## src/rtl/operand_pkg.sv

```systemverilog
// Shared encodings for the operand-fetch stage and the ALU it feeds.
package operand_pkg;

    localparam int W_DEF    = 16;
    localparam int NREG_DEF = 8;

    // Fetch sequencer states.
    typedef enum logic [1:0] {
        IDLE = 2'b00,
        RD_A = 2'b01,
        RD_B = 2'b10,
        OUT  = 2'b11
    } state_e;

    // Shifter control applied to the B operand.
    typedef enum logic [1:0] {
        SH_NONE = 2'b00,
        SH_LSL  = 2'b01,
        SH_LSR  = 2'b10,
        SH_ASR  = 2'b11
    } shift_e;

    // ALU operation codes, shared with the ALU.
    typedef enum logic [1:0] {
        ADD = 2'b00,
        SUB = 2'b01,
        AND = 2'b10,
        NOT = 2'b11
    } alu_op_e;

endpackage

```

## src/rtl/operand_fetch_regfile.sv

```systemverilog
// NREG x W architectural register file: one write port, one combinational
// read port, cleared synchronously on reset.
module operand_fetch_regfile
    import operand_pkg::*;
#(
    parameter int W    = W_DEF,
    parameter int NREG = NREG_DEF,
    parameter int RW   = $clog2(NREG)
) (
    input  logic          clk,
    input  logic          reset,
    input  logic          w_en,
    input  logic [RW-1:0] w_num,
    input  logic [W-1:0]  w_data,
    input  logic [RW-1:0] r_num,
    output logic [W-1:0]  r_data
);

    logic [W-1:0] mem [NREG];

    // Register writes; reset wins over a write on the same edge.
    always_ff @(posedge clk) begin
        if (reset) begin
            // NOTE: this storage is a handful of flops whose zero state is
            // architecturally visible, so it is cleared here; a RAM macro
            // could not be reset this way.
            for (int i = 0; i < NREG; i++) begin
                // NOTE: sequential state uses <= so every flop samples the
                // pre-edge values regardless of statement order.
                mem[i] <= '0;
            end
        end else if (w_en) begin
            mem[w_num] <= w_data;
        end
    end

    // Combinational read, no bypass: a same-edge write is seen next cycle.
    assign r_data = mem[r_num];

endmodule

```

## src/rtl/operand_fetch.sv

```systemverilog
// Operand fetch stage: reads two operands through a single register-file
// read port on consecutive cycles, shifts/selects them and presents
// Ain/Bin/ALUop to the ALU with a one-cycle valid strobe.
module operand_fetch
    import operand_pkg::*;
#(
    parameter int W    = W_DEF,
    parameter int NREG = NREG_DEF,
    parameter int RW   = $clog2(NREG)
) (
    input  logic          clk,
    input  logic          reset,
    input  logic          start,
    input  logic [RW-1:0] rn,
    input  logic [RW-1:0] rm,
    input  logic [1:0]    shift,
    input  logic [W-1:0]  sximm5,
    input  logic          asel,
    input  logic          bsel,
    input  logic [1:0]    op_in,
    input  logic          w_en,
    input  logic [RW-1:0] w_num,
    input  logic [W-1:0]  w_data,
    output logic [W-1:0]  Ain,
    output logic [W-1:0]  Bin,
    output logic [1:0]    ALUop,
    output logic          valid,
    output logic          busy
);

    state_e        state;
    state_e        state_nxt;

    // Fields captured at start so a fetch in progress ignores input changes.
    logic [RW-1:0] rn_q;
    logic [RW-1:0] rm_q;
    shift_e        shift_q;
    logic [W-1:0]  sximm5_q;
    logic          asel_q;
    logic          bsel_q;
    alu_op_e       op_q;

    // Operand holding registers.
    logic [W-1:0]  a_q;
    logic [W-1:0]  b_q;

    logic [RW-1:0] r_num;
    logic [W-1:0]  r_data;
    logic [W-1:0]  b_shifted;

    logic          capture;
    assign capture = (state == IDLE) && start;

    operand_fetch_regfile #(
        .W    (W),
        .NREG (NREG),
        .RW   (RW)
    ) u_regfile (
        .clk    (clk),
        .reset  (reset),
        .w_en   (w_en),
        .w_num  (w_num),
        .w_data (w_data),
        .r_num  (r_num),
        .r_data (r_data)
    );

    // State register; reset aborts any fetch in progress.
    always_ff @(posedge clk) begin
        if (reset) begin
            state <= IDLE;
        end else begin
            state <= state_nxt;
        end
    end

    // Next-state sequencing and read-port address selection.
    always_comb begin
        // NOTE: every output of this block gets a default first, so no path
        // can leave one unassigned and infer a latch.
        state_nxt = state;
        r_num     = rn_q;
        case (state)
            IDLE: if (start) state_nxt = RD_A;
            RD_A: state_nxt = RD_B;
            RD_B: begin
                r_num     = rm_q;
                state_nxt = OUT;
            end
            OUT:  state_nxt = IDLE;
            default: state_nxt = IDLE;
        endcase
    end

    // Capture the instruction fields when a fetch is accepted.
    always_ff @(posedge clk) begin
        if (reset) begin
            rn_q     <= '0;
            rm_q     <= '0;
            shift_q  <= SH_NONE;
            sximm5_q <= '0;
            asel_q   <= 1'b0;
            bsel_q   <= 1'b0;
            op_q     <= ADD;
        end else if (capture) begin
            rn_q     <= rn;
            rm_q     <= rm;
            shift_q  <= shift_e'(shift);
            sximm5_q <= sximm5;
            asel_q   <= asel;
            bsel_q   <= bsel;
            op_q     <= alu_op_e'(op_in);
        end
    end

    // Load A on the RD_A edge and B on the RD_B edge from the shared port.
    always_ff @(posedge clk) begin
        if (reset) begin
            a_q <= '0;
            b_q <= '0;
        end else begin
            if (state == RD_A) a_q <= r_data;
            if (state == RD_B) b_q <= r_data;
        end
    end

    // Inline shifter on the held B operand.
    always_comb begin
        b_shifted = b_q;
        case (shift_q)
            SH_NONE: b_shifted = b_q;
            SH_LSL:  b_shifted = {b_q[W-2:0], 1'b0};
            SH_LSR:  b_shifted = {1'b0, b_q[W-1:1]};
            SH_ASR:  b_shifted = {b_q[W-1], b_q[W-1:1]};
            default: b_shifted = b_q;
        endcase
    end

    assign Ain   = asel_q ? '0 : a_q;
    assign Bin   = bsel_q ? sximm5_q : b_shifted;
    assign ALUop = op_q;
    assign valid = (state == OUT);
    assign busy  = (state != IDLE);

endmodule

```

## config.mk

```make
export PLATFORM = sky130hd
export DESIGN_NAME = operand_fetch
export DESIGN_NICKNAME = d
export VERILOG_FILES = /design/src/rtl/operand_pkg.sv /design/src/rtl/operand_fetch_regfile.sv /design/src/rtl/operand_fetch.sv
export SDC_FILE = /design/constraint.sdc
export NUM_CORES = 1
export LEC_CHECK = 0
export BUFFER_PORTS_ARGS = -buffer_cell sky130_fd_sc_hd__buf_2
export CELL_PAD_IN_SITES_DETAIL_PLACEMENT = 1
export CELL_PAD_IN_SITES_GLOBAL_PLACEMENT = 1
export CORE_MARGIN = 2
export CORE_UTILIZATION = 45
export CTS_BUF_LIST = sky130_fd_sc_hd__clkbuf_8
export CTS_CLUSTER_DIAMETER = 30
export DETAILED_ROUTE_END_ITERATION = 6
export GPL_TIMING_DRIVEN = 0
export PLACE_DENSITY_LB_ADDON = 0.1
export SYNTH_ARGS = -nofsm -noshare
export SYNTH_HDL_FRONTEND = slang
export SYNTH_HIERARCHICAL = 1
export SYNTH_SLANG_ARGS = --single-unit
```

## constraint.sdc

```tcl
create_clock -name clk -period 2.6 [get_ports clk]
set_clock_uncertainty 0.1 [all_clocks]
set_input_delay 0.52 -clock clk [delete_from_list [all_inputs] [get_ports clk]]
set_output_delay 0.52 -clock clk [all_outputs]
set_load 0.05 [all_outputs]
```

==> flow_metrics.py, run 1 <==
metrics = {
    "run_status": {
        "status": "completed",
    },
    "synthesis": {
        "synth-async-reset-ratio_pct": 0,
        "ys_ff_latch": 190,
        "synth_warnings": 6,
        "synth_edf_count": 128,
        "postSynthNetCount": 752,
        "synth_area_mm2": 0.00871,
        "avgSynthCellArea_um2": 12.5,
        "synth_xor_area_share_pct": 0,
        "synthFlopType": "edfxtp_1",
        "synth_cells": 696,
        "synth-simple-area-share_pct": 13.7,
        "seq_area_frac_synth_pct": 58.4,
        "synth_fa_ha_area_share_pct": 0.718,
        "synth_cell_types": 40,
        "synth_top_family_by_area": "multiplexers",
        "synth_mux_area_share_pct": 17.5,
        "synth-compound-area-share_pct": 4.49,
    },
    "floorplan": {
        "chipWidth_um": 143,
        "die-area_mm2": 0.0205,
        "initial_core_util_pct": 46.3,
        "die_y_um": 143,
        "pin_count": 87,
        "core_area_mm2": 0.0188,
        "rows": 50,
    },
    "critical_path": {
        "worst_path_max_delay_cell": "mux4_2",
        "max_stage_delay_ps": 460,
        "cp.arrival_ps": 2730,
        "crit_family": "multiplexers",
        "startpoint_type": "flop",
        "path_class": "flop to flop",
        "path_cells": "inv_2 > ha_4 > mux2_4 > buf_12 > clkbuf_16 > mux4_2 > mux2_2 > mux2i_1 > nor2_1",
        "path_max_fanout": 8,
        "crit_path_end_kind": "flop",
        "critPathBufInv": 3,
        "cp_data_required_time_ps": 2840,
    },
    "placement": {
        "port_buffers": 86,
        "placedCellCount": 1046,
        "post-dp-hpwl_um": 16300,
        "dpl_cell_area_mm2": 0.00956,
        "gp_congestion": 0.800,
    },
    "clock_tree": {
        "clock_tree.root_cell": "clkbuf_8",
        "h-tree-depth": 4,
        "clk_pin_slew_ps": 100,
        "cts.sinks": 190,
        "clockBufferDepth": 2,
        "cts_buffers": 17,
        "cts_tree": "built",
        "clock_latency_ps": 460,
    },
    "pwr": {
        "ir_drop_mv": 0.350,
        "p_leak_nw": 3.54,
        "power_density_mw_per_mm2": 873,
    },
    "grt": {
        "track_usage_pct": 23.6,
        "grt_overflow": 0,
        "grt_max_degree": 19,
        "grt_use_met2_pct": 41.5,
        "antenna_found_initial": 0,
        "gr-max-usage-layer": "met2",
        "grt_util_met1_pct": 29.6,
        "grt_pass1_wl_um": 36000,
        "grt_pass1_vias": 6471,
        "use_met3_pct": 4.39,
    },
    "routing": {
        "routed_via_density": 5.54,
        "drtIter0Drc": 416,
        "totalWireLength_um": 23400,
        "detail-route-antenna-nets": 0,
        "drc_errors": 0,
        "first_pass_iters": 5,
        "wire_per_inst_um": 21.5,
        "vias": 6015,
    },
    "final_layout": {
        "drive_gt1_share_pct": 25.9,
        "diodes": 0,
        "area_growth_pct": 15.7,
        "fin_util_pct": 53.5,
        "final_nets": 868,
        "instances_no_fill": 1085,
        "stdcell_area_mm2": 0.0101,
    },
    "min_path": {
        "hold_path_class": "primary input to flop",
    },
    "sta": {
        "fmax_ghz": 0.401,
        "worst_pin_slew_ps": 1070,
        "maxSlewViolCount": 0,
        "max_slew_margin_pct": 28.8,
        "finalSetupTns_ps": 0,
        "setup_violations": 0,
        "rsz0062_at_grt": "no",
        "min_period_ps": 2490,
        "fin_crit_sh_pct": 95.9,
        "hold_viol": 0,
    },
    "flow_run": {
        "cap_violations": 0,
    },
}
## path summary, 6_finish.rpt
path,slack [ps],startpoint,depth (start not counted),endpoint
setup / recovery,110,state[0],9,a_q[1]
hold / removal,180,sximm5[15],3,sximm5_q[15]
setup reg to reg,110,state[0],9,a_q[1]
hold reg to reg,360,ALUop[0],2,ALUop[0]
## per-layer routing
layer | up-vias | share of wire, %
met5 | - | 0
met4 | 0 | 1.7
met3 | 31 | 4.3
met2 | 165 | 52
met1 | 3015 | 42
li1 | 2804 | -
## worst reg2reg max path, stage by stage, from the launching register on
cell       delay (ps)
dfxtp_2           340
inv_2              70
ha_4              190
mux2_4            340
buf_12            170
clkbuf_16         170
mux4_2            460
mux2_2            320
mux2i_1           160
nor2_1             50
## placed cells by master, fill, tap and decap left out, types with 2 or more instances in the layout
master,n
nor2_1,36
mux2_4,6
buf_8,6
clkinvlp_4,2
buf_6,8
mux2_2,14
nor2b_1,10
mux4_1,16
inv_6,4
edfxtp_1,128
nor3_2,2
o21ai_0,2
and2b_1,6
inv_8,4
nor3_1,126
dfxtp_1,60
buf_12,4
clkbuf_1,31
a21oi_1,40
clkinv_4,2
clkbuf_8,17
nand2_1,59
clkbuf_16,2
buf_2,97
mux2i_1,48
clkinv_1,16
buf_4,7
inv_1,5
nand2b_1,2
clkbuf_2,3
o21bai_2,8
o22ai_1,13
dfxtp_2,2
ha_1,4
mux4_2,16
## timing repair
action | CTS | global route
buffers inserted | 5 | 0
cloned | 1 | 2
endpoints found under the setup margin | 32 | 20
gates resized for setup | 30 | 5
hold endpoints to repair | 0 | 0
hold buffers | 0 | 0
## where the power goes
group	internal, mW	switching, mW	leakage [nW]	total [mW]
Combinational	1.20	1.92	1.61	3.13
Sequential	3.56	0.189	1.73	3.75
Clock	0.793	1.13	0.196	1.92
Total	5.56	3.24	3.54	8.80
## area by class of cell
class	instances	area (um^2)
plain buffers	62	405
clock inverters	15	151
clock buffers	17	234
well taps	260	325
repair buffers	98	606
flip-flops and latches	190	5090
inverters	21	78.8
multi-input cells	422	3200
fillers	1975	8750
## logic make-up after synthesis
| group | count (synthesis) |
|---|---|
| DFF | 190 |
| adders and majority gates | 5 |
| AOI/OAI and AO/OA | 68 |
| muxes | 100 |
| buffers and inverters | 84 |
| and+or+nand+nor | 249 |
## synth_stat cells (13+ instances only)
cell type	n	area, um^2
edfxtp_1	128	3840
nor3_1	126	631
o22ai_1	13	81.3
nand2_1	59	221
a21oi_1	40	200
dfxtp_1	62	1240
nor2_1	36	135
mux2_2	20	225
mux2i_1	48	480
clkinv_1	16	60.1
mux4_1	27	709
clkbuf_1	32	120
## per-stage QoR
step / hold WS (ps) / setup WS (ps) / total power [mW]
3_5_place_dp: 350 / -476 / 6.74
3_3_place_gp: 342 / -871 / 6.64
5_1_grt: 162 / 17.7 / 9.23
2_1_floorplan: 333 / 4.52 / 5.96
4_1_cts: 146 / 14.5 / 8.82
6_report: 181 / 107 / 8.80
## state kept, by name, indices dropped and copies added, names as in the netlist
name           flops
rm_q               3
rn_q               3
ALUop              2
sximm5_q          16
b_q               16
state              2
bsel_q             1
asel_q             1
u_regfile/mem    128
shift_q            2
a_q               16
Power figures use the tool's default switching activity.
==> run 2, diff against run 1 <==
--- a/config.mk
+++ b/config.mk
@@ -14,7 +14,7 @@
 export CTS_CLUSTER_DIAMETER = 30
 export DETAILED_ROUTE_END_ITERATION = 6
 export GPL_TIMING_DRIVEN = 0
-export PLACE_DENSITY_LB_ADDON = 0.1
+export PLACE_DENSITY = 0.86
 export SYNTH_ARGS = -nofsm -noshare
 export SYNTH_HDL_FRONTEND = slang
 export SYNTH_HIERARCHICAL = 1
==> flow_metrics.py, run 2 (synthesis gave the netlist of run 1 again) <==
metrics = {
    "routing": {
        "vias": 6129,
        "detail-route-antenna-nets": 0,
        "drtIter0Drc": 501,
        "routed_via_density": 5.66,
        "totalWireLength_um": 24300,
        "drc_errors": 0,
        "first_pass_iters": 5,
        "wire_per_inst_um": 22.4,
    },
    "critical_path": {
        "r2r_setup_slack_ps": 60,
        "path_max_fanout": 6,
        "cp.arrival_ps": 2780,
        "crit_end": "a_q[5]",
        "startpoint_type": "flop",
        "r2r_cells": 10,
        "crit_path_start": "state[0]",
        "reg2reg_to": "a_q[5]",
        "path_class": "flop to flop",
        "r2r_start": "state[0]",
        "crit_path_end_kind": "flop",
        "cp_data_required_time_ps": 2850,
    },
    "grt": {
        "grt_overflow": 0,
        "grt_pass1_vias": 6359,
        "track_usage_pct": 24.7,
        "antenna_found_initial": 0,
        "grt_max_degree": 19,
        "grt_pass1_wl_um": 37200,
    },
    "floorplan": {
        "die_y_um": 143,
        "die-area_mm2": 0.0205,
        "core_area_mm2": 0.0188,
        "pin_count": 87,
        "initial_core_util_pct": 46.3,
        "rows": 50,
        "chipWidth_um": 143,
    },
    "clock_tree": {
        "cts_tree": "built",
        "cts_buffers": 17,
        "h-tree-depth": 4,
        "cts.sinks": 190,
        "post_cts_hold_buffer_count": 0,
        "clockBufferDepth": 2,
        "clk_pin_slew_ps": 100,
        "clock_latency_ps": 480,
        "clock_tree.root_cell": "clkbuf_8",
    },
    "final_layout": {
        "stdcell_area_mm2": 0.0100,
        "area_growth_pct": 15.1,
        "regMostFlops": "u_regfile/mem",
        "drive_gt1_share_pct": 25.8,
        "final_nets": 865,
        "diodes": 0,
        "fin_util_pct": 53.3,
        "final_common_cell": "edfxtp_1",
        "final_cell_mix": "edfxtp_1, nor3_1, buf_2",
        "largest_reg_flops": 128,
    },
    "sta": {
        "fin_ws_ps": 64.6,
        "hold_viol": 0,
        "setup_violations": 0,
        "finalSetupTns_ps": 0,
        "fin_crit_sh_pct": 97.5,
        "rsz0062_at_grt": "yes",
        "max_slew_margin_pct": 32.8,
        "fmax_ghz": 0.394,
        "worst_pin_slew_ps": 1010,
        "maxSlewViolCount": 0,
        "min_period_ps": 2540,
    },
    "pwr": {
        "power_density_mw_per_mm2": 869,
        "ir_drop_mv": 0.391,
        "power.total_mw": 8.72,
        "p_leak_nw": 3.53,
    },
    "placement": {
        "port_buffers": 86,
        "dp_slack_ps": -493,
        "dpl_cell_area_mm2": 0.00953,
        "post-dp-hpwl_um": 17900,
        "gp_congestion": 0.813,
    },
    "run_status": {
        "status": "completed",
    },
    "min_path": {
        "hold_path_class": "primary input to flop",
    },
    "flow_run": {
        "cap_violations": 0,
    },
}
run 2: worst min-delay path by stage:
stage          startpoint            to  slack (ps)  depth (start not counted)
2_1_floorplan     rm_q[0]       rm_q[0]         330                          2
3_3_place_gp     ALUop[0]      ALUop[0]         340                          2
3_5_place_dp     ALUop[1]      ALUop[1]         350                          2
4_1_cts         sximm5[9]   sximm5_q[9]         150                          3
5_1_grt         sximm5[7]   sximm5_q[7]         160                          3
6_report       sximm5[13]  sximm5_q[13]         180                          3
run 2: per-stage QoR:
step	instances	hold slack [ps]
floorplan	696	333
global placement	1042	343
detailed placement	1044	353
CTS	1081	145
global route	1082	158
finish	1082	176
run 2: final cells by class:
cell class / instances / area, um^2
fill: 1968 / 8800
sequential: 190 / 5090
multi-input combinational: 422 / 3220
timing repair buffer: 94 / 542
buffer: 63 / 424
tap: 260 / 325
clock buffer: 17 / 234
clock inverter: 15 / 121
inverter: 21 / 78.8
run 2: where the power goes:
part           leakage, nW  switching, mW  internal [mW]
clock network        0.190           1.13          0.692
registers             1.73          0.212           3.57
logic                 1.60           1.92           1.20
run 2: timing repair:
item | CTS | global route
setup buffers | 4 | 0
gates resized for setup | 32 | 15
cloned | 1 | 1
pin swaps | 0 | 1
setup endpoints to repair | 32 | 16
run 2: worst max-delay path, stage by stage, from the launching register on:
cell and delay (ps):
dfxtp_2 350, inv_2 50, ha_4 150, buf_6 120, mux2_4 320, buf_12 160
clkbuf_16 160, mux4_2 470, mux2_2 310, mux2i_1 140, nor2_1 60
run 2: metal layers:
metal,global-route usage [%],routed length (um),vias to the layer above
met5,0,0,-
li1,-,-,2799
met2,44.3,12600,242
met3,4.63,1510,24
met4,6.41,302,0
met1,30.7,9830,3064
==> run 3, diff against run 2 <==
--- a/config.mk
+++ b/config.mk
@@ -5,7 +5,7 @@
 export SDC_FILE = /design/constraint.sdc
 export NUM_CORES = 1
 export LEC_CHECK = 0
-export BUFFER_PORTS_ARGS = -buffer_cell sky130_fd_sc_hd__buf_2
+export BUFFER_PORTS_ARGS = -buffer_cell sky130_fd_sc_hd__buf_4
 export CELL_PAD_IN_SITES_DETAIL_PLACEMENT = 1
 export CELL_PAD_IN_SITES_GLOBAL_PLACEMENT = 1
 export CORE_MARGIN = 2
==> flow_metrics.py, run 3 (synthesis gave the netlist of run 1 again) <==
metrics = {
    "min_path": {
        "holdCritStartpoint": "op_in[1]",
        "hold_path_class": "primary input to flop",
        "min_to": "ALUop[1]",
        "hold_depth": 3,
    },
    "floorplan": {
        "die-area_mm2": 0.0205,
        "chipWidth_um": 143,
        "core_area_mm2": 0.0188,
        "rows": 50,
        "initial_core_util_pct": 46.3,
        "pin_count": 87,
        "die_y_um": 143,
    },
    "critical_path": {
        "startpoint_type": "flop",
        "crit_path_end_kind": "flop",
        "r2r_setup_slack_ps": 110,
        "cp_data_required_time_ps": 2850,
        "path_cells": "inv_4 > ha_4 > mux2_4 > buf_12 > mux4_2 > mux2_4 > mux2i_2 > nor2_1",
        "cp.arrival_ps": 2740,
        "critPathBufInv": 2,
        "timing.critical_path.mode_cell": "mux2_4",
        "path_max_fanout": 7,
        "max_stage_delay_ps": 520,
        "worst_path_max_delay_cell": "mux4_2",
        "reg2reg_to": "b_q[14]",
        "r2r_start": "state[0]",
        "path_class": "flop to flop",
        "crit_family": "multiplexers",
        "r2r_cells": 8,
    },
    "routing": {
        "first_pass_iters": 7,
        "vias": 6103,
        "wire_per_inst_um": 22.1,
        "totalWireLength_um": 23900,
        "detail-route-antenna-nets": 0,
        "drc_errors": 0,
        "routed_via_density": 5.65,
        "drtIter0Drc": 437,
    },
    "sta": {
        "hold_viol": 0,
        "worst_pin_slew_ps": 1050,
        "maxSlewViolCount": 0,
        "fin_crit_sh_pct": 95.8,
        "finalSetupTns_ps": 0,
        "fin_ws_ps": 108,
        "rsz0062_at_grt": "no",
        "max_slew_margin_pct": 29.8,
        "holdWs_ps": 176,
        "setup_violations": 0,
        "min_period_ps": 2490,
        "fmax_ghz": 0.401,
    },
    "final_layout": {
        "num-fill-cells": 1974,
        "final_nets": 864,
        "stdcell_area_mm2": 0.0102,
        "final_common_cell": "edfxtp_1",
        "diodes": 0,
        "drive_gt1_share_pct": 25.7,
        "area_growth_pct": 17.3,
        "final_cell_mix": "edfxtp_1, nor3_1, buf_4",
        "regMostFlops": "u_regfile/mem",
        "largest_reg_flops": 128,
    },
    "grt": {
        "antenna_found_initial": 0,
        "grt_pass1_wl_um": 37400,
        "gr-max-usage-layer": "met2",
        "use_met3_pct": 3.99,
        "grt_use_met2_pct": 42.8,
        "grt_max_degree": 17,
        "grt_util_met1_pct": 30.7,
        "grt_overflow": 0,
        "grt_pass1_vias": 6511,
        "track_usage_pct": 24.3,
    },
    "placement": {
        "gp_congestion": 0.836,
        "port_buffers": 86,
        "dp_slack_ps": -441,
        "post-dp-hpwl_um": 17600,
        "dpl_cell_area_mm2": 0.00973,
    },
    "clock_tree": {
        "clk_pin_slew_ps": 100,
        "cts_buffers": 17,
        "cts.sinks": 190,
        "clockBufferDepth": 2,
        "h-tree-depth": 4,
        "clock_latency_ps": 480,
        "post_cts_hold_buffer_count": 0,
        "cts_tree": "built",
        "clock_tree.root_cell": "clkbuf_8",
    },
    "pwr": {
        "p_leak_nw": 3.53,
        "power_density_mw_per_mm2": 875,
        "ir_drop_mv": 0.375,
        "power.total_mw": 8.94,
    },
    "flow_run": {
        "cap_violations": 0,
    },
    "run_status": {
        "status": "completed",
    },
}
==> run 3: cell count changes in the layout (fill, tap and decap cells not counted), moves of 5 or more <==
cell    change
buf_2      -83
inv_6       -5
buf_4      +85
mux2_2      +8
mux2_4      -8
==> run 3: what timing repair did <==
item,CTS,global route
cloned,1,2
buffers inserted,3,1
gates resized for setup,30,8
setup endpoints to repair,32,23
==> run 3: routing by layer <==
layer  part of all wire, %  vias up
li1                      -     2787
met1                    41     3056
met2                    51      220
met3                   5.6       40
met4                   2.1        0
met5                     0        -
==> run 3: worst max path at each step <==
stage	to	depth (start not counted)	from	slack, ps
4_1_cts	b_q[3]	10	state[0]	9
6_report	b_q[14]	8	state[0]	110
3_3_place_gp	u_regfile/mem[0][9]	6	reset	-770
5_1_grt	b_q[3]	9	state[0]	20
2_1_floorplan	u_regfile/mem[2][0]	5	w_num[0]	5
3_5_place_dp	a_q[1]	9	state[0]	-440
==> run 3: where the power goes <==
part           switching, mW  internal [mW]
Clock                   1.08          0.850
Combinational           1.94           1.30
Sequential             0.209           3.56
==> run 3: through the flow <==
stage	utilization (%)	instances
finish	54.3	1080
detailed placement	51.7	1044
CTS	54.0	1079
global placement	51.4	1042
global route	54.3	1080
floorplan	-	696
==> run 3: final cells by class <==
cell class | instances | area (um^2) | share of cell area (%)
Clock buffer | 17 | 234 | 2.29
Inverter | 21 | 81.3 | 0.796
Clock inverter | 14 | 144 | 1.41
Sequential cell | 190 | 5090 | 49.8
Buffer | 61 | 388 | 3.79
Timing Repair Buffer | 95 | 788 | 7.71
Multi-Input combinational cell | 422 | 3170 | 31.0
Tap cell | 260 | 325 | 3.18
==> run 3: worst register-to-register path, cell delays in order (launching register included) <==
cell and delay (ps):
dfxtp_2 370, inv_4 50, ha_4 190, mux2_4 370, buf_12 170, mux4_2 520
mux2_4 300, mux2i_2 200, nor2_1 80
